## src/rtl/fd_pipe_reg.sv

```systemverilog
// fd_pipe_reg: elastic IF/ID pipeline register.
// Holds up to DEPTH fetched {instruction, PC, PC+4} entries in a circular
// buffer with a valid/ready handshake on both sides. A flush from a taken
// branch/jump empties the buffer. A NOP is presented to decode whenever no
// valid entry is held.
module fd_pipe_reg #(
    parameter int               WIDTH     = 32,
    parameter int               DEPTH     = 2,
    parameter logic [WIDTH-1:0] NOP_INSTR = 32'h0000_0013
) (
    input  logic                       clk,
    input  logic                       rst,
    input  logic                       valid_i,
    output logic                       ready_o,
    input  logic [WIDTH-1:0]           InstrF,
    input  logic [WIDTH-1:0]           PCF,
    input  logic [WIDTH-1:0]           PCPlus4F,
    input  logic                       flush_i,
    output logic                       valid_o,
    input  logic                       ready_i,
    output logic [WIDTH-1:0]           InstrD,
    output logic [WIDTH-1:0]           PCD,
    output logic [WIDTH-1:0]           PCPlus4D,
    output logic [$clog2(DEPTH+1)-1:0] count_o
);

    localparam int PW = (DEPTH > 1) ? $clog2(DEPTH) : 1;
    localparam int CW = $clog2(DEPTH + 1);

    localparam logic [PW-1:0] PTR_ZERO = {PW{1'b0}};
    localparam logic [PW-1:0] PTR_ONE  = PW'(1);
    localparam logic [PW-1:0] PTR_LAST = PW'(DEPTH - 1);
    localparam logic [CW-1:0] CNT_ZERO = {CW{1'b0}};
    localparam logic [CW-1:0] CNT_ONE  = CW'(1);
    localparam logic [CW-1:0] CNT_FULL = CW'(DEPTH);

    // Pointer advance with wrap from DEPTH-1 back to 0 (DEPTH need not be 2^n).
    function automatic logic [PW-1:0] ptr_inc(input logic [PW-1:0] p);
        logic [PW-1:0] n;
        if (p == PTR_LAST) begin
            n = PTR_ZERO;
        end else begin
            n = p + PTR_ONE;
        end
        return n;
    endfunction

    logic [WIDTH-1:0] r_instr [0:DEPTH-1];
    logic [WIDTH-1:0] r_pc    [0:DEPTH-1];
    logic [WIDTH-1:0] r_pc4   [0:DEPTH-1];
    logic [PW-1:0]    r_wr_ptr;
    logic [PW-1:0]    r_rd_ptr;
    logic [CW-1:0]    r_count;

    logic w_ready;
    logic w_valid;
    logic w_push;
    logic w_pop;

    // Handshake flags depend on occupancy only, so ready_o has no path from
    // ready_i/valid_i; a flush cancels both transfers in its cycle.
    assign w_ready = (r_count < CNT_FULL);
    assign w_valid = (r_count != CNT_ZERO);
    assign w_push  = valid_i & w_ready & ~flush_i;
    assign w_pop   = w_valid & ready_i & ~flush_i;

    // Entry storage: written at the write pointer on an accepted push, never reset.
    always_ff @(posedge clk) begin
        if (w_push) begin
            r_instr[r_wr_ptr] <= InstrF;
            r_pc[r_wr_ptr]    <= PCF;
            r_pc4[r_wr_ptr]   <= PCPlus4F;
        end
    end

    // Pointer and occupancy bookkeeping; flush returns the buffer to empty.
    always_ff @(posedge clk or posedge rst) begin
        if (rst) begin
            r_wr_ptr <= PTR_ZERO;
            r_rd_ptr <= PTR_ZERO;
            r_count  <= CNT_ZERO;
        end else if (flush_i) begin
            r_wr_ptr <= PTR_ZERO;
            r_rd_ptr <= PTR_ZERO;
            r_count  <= CNT_ZERO;
        end else begin
            if (w_push) begin
                r_wr_ptr <= ptr_inc(r_wr_ptr);
            end
            if (w_pop) begin
                r_rd_ptr <= ptr_inc(r_rd_ptr);
            end
            case ({w_push, w_pop})
                2'b10:   r_count <= r_count + CNT_ONE;
                2'b01:   r_count <= r_count - CNT_ONE;
                default: r_count <= r_count;
            endcase
        end
    end

    // Decode-side view: head entry when valid, otherwise a NOP with zero PCs.
    always_comb begin
        InstrD   = NOP_INSTR;
        PCD      = {WIDTH{1'b0}};
        PCPlus4D = {WIDTH{1'b0}};
        if (w_valid) begin
            InstrD   = r_instr[r_rd_ptr];
            PCD      = r_pc[r_rd_ptr];
            PCPlus4D = r_pc4[r_rd_ptr];
        end else begin
            InstrD   = NOP_INSTR;
            PCD      = {WIDTH{1'b0}};
            PCPlus4D = {WIDTH{1'b0}};
        end
    end

    assign ready_o = w_ready;
    assign valid_o = w_valid;
    assign count_o = r_count;

endmodule
```

## config.mk

```make
export PLATFORM = sky130hd
export DESIGN_NAME = fd_pipe_reg
export DESIGN_NICKNAME = d
export VERILOG_FILES = /design/src/rtl/fd_pipe_reg.sv
export SDC_FILE = /design/constraint.sdc
export NUM_CORES = 1
export LEC_CHECK = 0
export ABC_AREA = 0
export BUFFER_PORTS_ARGS = -buffer_cell sky130_fd_sc_hd__buf_2
export CORE_UTILIZATION = 54
export CTS_BUF_LIST = sky130_fd_sc_hd__clkbuf_2 sky130_fd_sc_hd__clkbuf_4 sky130_fd_sc_hd__clkbuf_8
export CTS_CLUSTER_DIAMETER = 50
export DETAILED_ROUTE_END_ITERATION = 12
export PLACE_DENSITY = 0.81
export RECOVER_POWER = 25
export SKIP_CTS_REPAIR_TIMING = 1
export SYNTH_ARGS = -nofsm -noshare
export SYNTH_HDL_FRONTEND = slang
export SYNTH_SLANG_ARGS = --single-unit
```

## constraint.sdc

```tcl
create_clock -name clk -period 11.3 [get_ports clk]
set_clock_uncertainty 0.1 [all_clocks]
set_input_delay 3.39 -clock clk [delete_from_list [all_inputs] [get_ports clk]]
set_output_delay 3.39 -clock clk [all_outputs]
set_load 0.02 [all_outputs]
```

==> flow_summary.toml <==
[status]
status = "completed"

[sta]
final.setup.tns_ns = 0
hold_viol_final = 0
timing.fmax_mhz = 158
finalCritPeriodShare_pct = 55.9
relSlewSlack_pct = 38.2
drv_slew = 0
min_period_ns = 6.32
rsz0062_at_grt = "false"
setup_viol = 0
tightest_slew_ns = 0.927

[layout]
fin_area_mm2 = 0.00894
nNetsFinal = 735
diodes = 0
syn2layout_area_growth_pct = 19.2
n_fill_cell = 986
drive_gt1_share_pct = 33.8
final_core_util_pct = 66.7

[grt]
antenna_found_initial = 0
grt_pass1_wl_um = 20600
gr-total-overflow = 0
track_usage_pct = 19.3
grt_max_degree = 71
grt_pass1_vias = 4196

[power]
power_leakage_nw = 3.34
power_frac_clock_pct = 29.0
max-vdd-ir-drop_mv = 0.106
pwr-share-seq_pct = 58.6
combinationalPowerShare_pct = 12.4
p_per_area_mw_per_mm2 = 162
switching_share_pct = 24.6
p_switching_w = 0.000356
p_int_w = 0.00109

[synth]
synth-edff-count = 192
async_flop_share_pct = 2.04
synth_warnings = 0
synth_cells = 430
ys.flop_type = "edfxtp_1"
synth.avg_cell_area_um2 = 17.4
ys_seq_area_share_pct = 78.2
synth_area_mm2 = 0.00750
ys_ff_latch = 196
synth_nets = 531
yosys.cell_types.count = 22

[route]
routedWlPerCell_um = 16.4
antenna_left = 0
drcViolationCount = 0
viasPerCell = 5.14
vias = 4217
first_pass_iters = 4
drt_iter0_markers = 319
wirelength_um = 13500

[floorplan]
initial_utilization_pct = 56.0
ios = 201
num_rows = 42
core-area_mm2 = 0.0134
dieHeight_um = 120
dieArea_mm2 = 0.0144
fp.dieW_um = 120

[cts]
numCtsBuffers = 17
clk_latency_ns = 0.43
cts_root_buffer = "clkbuf_8"
clock_path_buffers = 2
cts_tree = "done"
cts.sinks = 196
ctsHtreeMaxLevel = 4
path_clk_slew_ns = 0.08

[min_path]
hp-class = "reg -> reg"

[critical_path]
arrival_ns = 2.83
cp_max_fo = 50
cp-end-kind = "output port"
path_class = "reg -> out"
crit_required_ns = 7.81
cp-start-kind = "flop"

[flow_run]
cap_violations = 0

[placed_design]
gp_congestion = 0.744
dpl-instance-area_mm2 = 0.00860
port_buffers = 200
hpwl_um = 8800
==> flip-flops by register name, indices dropped and copies added, names as in the netlist <==
name      flops
r_pc4        64
count_o       2
r_pc         64
r_rd_ptr      1
r_instr      64
r_wr_ptr      1
==> cells by family (layout without fill, tap and decap cells) <==
kind of cell	Yosys count	after routing	synth area share (%)
XOR/XNOR	2	2	0.234
flip-flops	196	196	78.2
buffers and inverters	24	239	2.65
AO/OA/AOI/OAI	5	5	0.367
multiplexers	97	97	12.9
AND/OR/NAND/NOR	106	106	5.57
==> placed cells by master, fill, tap and decap left out <==
cell,instances
buf_4,6
dfrtp_1,3
clkinv_1,2
o21ai_0,2
nand2_1,4
nor2_1,95
clkinv_2,2
nand2b_2,1
mux2i_1,97
nand2b_1,1
buf_1,1
a21o_1,1
inv_1,3
clkinvlp_4,4
inv_6,3
clkbuf_8,17
edfxtp_1,192
a21oi_1,2
buf_2,179
nor3_2,1
nor2_4,1
clkbuf_1,20
xor2_1,2
nor2b_1,2
dfrtp_4,1
bufinv_16,2
nor3b_2,1
==> per-stage QoR <==
step / hold slack [ns] / std cells / total power (W) / worst slack, ns
floorplan: 0.419 / 430 / 0.000991 / 0.0340
global placement: 0.456 / 791 / 0.00104 / 5.47
detailed placement: 0.471 / 791 / 0.00105 / 5.41
CTS: 0.504 / 821 / 0.00146 / 4.90
global route: 0.578 / 821 / 0.00150 / 4.76
finish: 0.497 / 821 / 0.00145 / 4.98
==> power groups by stage <==
stage	Sequential, W	Clock [W]	Combinational, W
finish	0.000848	0.000420	0.000180
global route	0.000851	0.000456	0.000194
CTS	0.000848	0.000429	0.000184
detailed placement	0.000865	0	0.000183
global placement	0.000863	0	0.000178
floorplan	0.000862	0	0.000129
==> final timing paths <==
check                                start             end  slack [ns]  cells after the start
worst max register to register  count_o[1]  r_instr[1][17]        9.03                      3
worst min-delay path              r_wr_ptr        r_wr_ptr        0.50                      2
max in group asynchronous              rst        r_rd_ptr        8.19                      2
worst min register to register    r_wr_ptr        r_wr_ptr        0.50                      2
worst max-delay path              r_rd_ptr      InstrD[19]        4.98                      4
min in group asynchronous              rst        r_rd_ptr        2.73                      2
==> metal layers <==
layer,up-vias,part of all wire [%],track usage (%),wire length [um]
li1,1998,-,-,-
met4,0,1.6,7.89,218
met1,2029,41,24.0,5550
met5,-,0,0,0
met2,173,50,31.7,6680
met3,17,7.6,5.80,1020
==> critical path, stage by stage (launching register included) <==
cell and delay, ns:
dfrtp_4 1.00, buf_4 0.78, mux2i_1 0.30, nor2_1 0.06, buf_2 0.19
==> cell usage after synthesis (2+ instances only) <==
master,count,area share (%)
dfrtp_1,4,1.3
buf_1,3,0.15
a21oi_1,2,0.13
buf_4,10,1.0
mux2i_1,97,13
buf_12,3,0.80
buf_2,3,0.20
edfxtp_1,192,77
nor2_1,95,4.8
inv_1,3,0.15
xor2_1,2,0.23
nor2b_1,2,0.17
nand2_1,4,0.20
o21ai_0,2,0.13
==> cell type report <==
class                           count  area [um2]  share of cell area [%]
Clock inverter                     13         134                    1.50
Timing Repair Buffer              206        1020                    11.4
Sequential cell                   196        5870                    65.7
Multi-Input combinational cell    210        1450                    16.2
Tap cell                          176         220                    2.46
Inverter                            3        11.3                   0.126
Clock buffer                       17         234                    2.62
No activity file was read; power rests on OpenSTA's default activity.
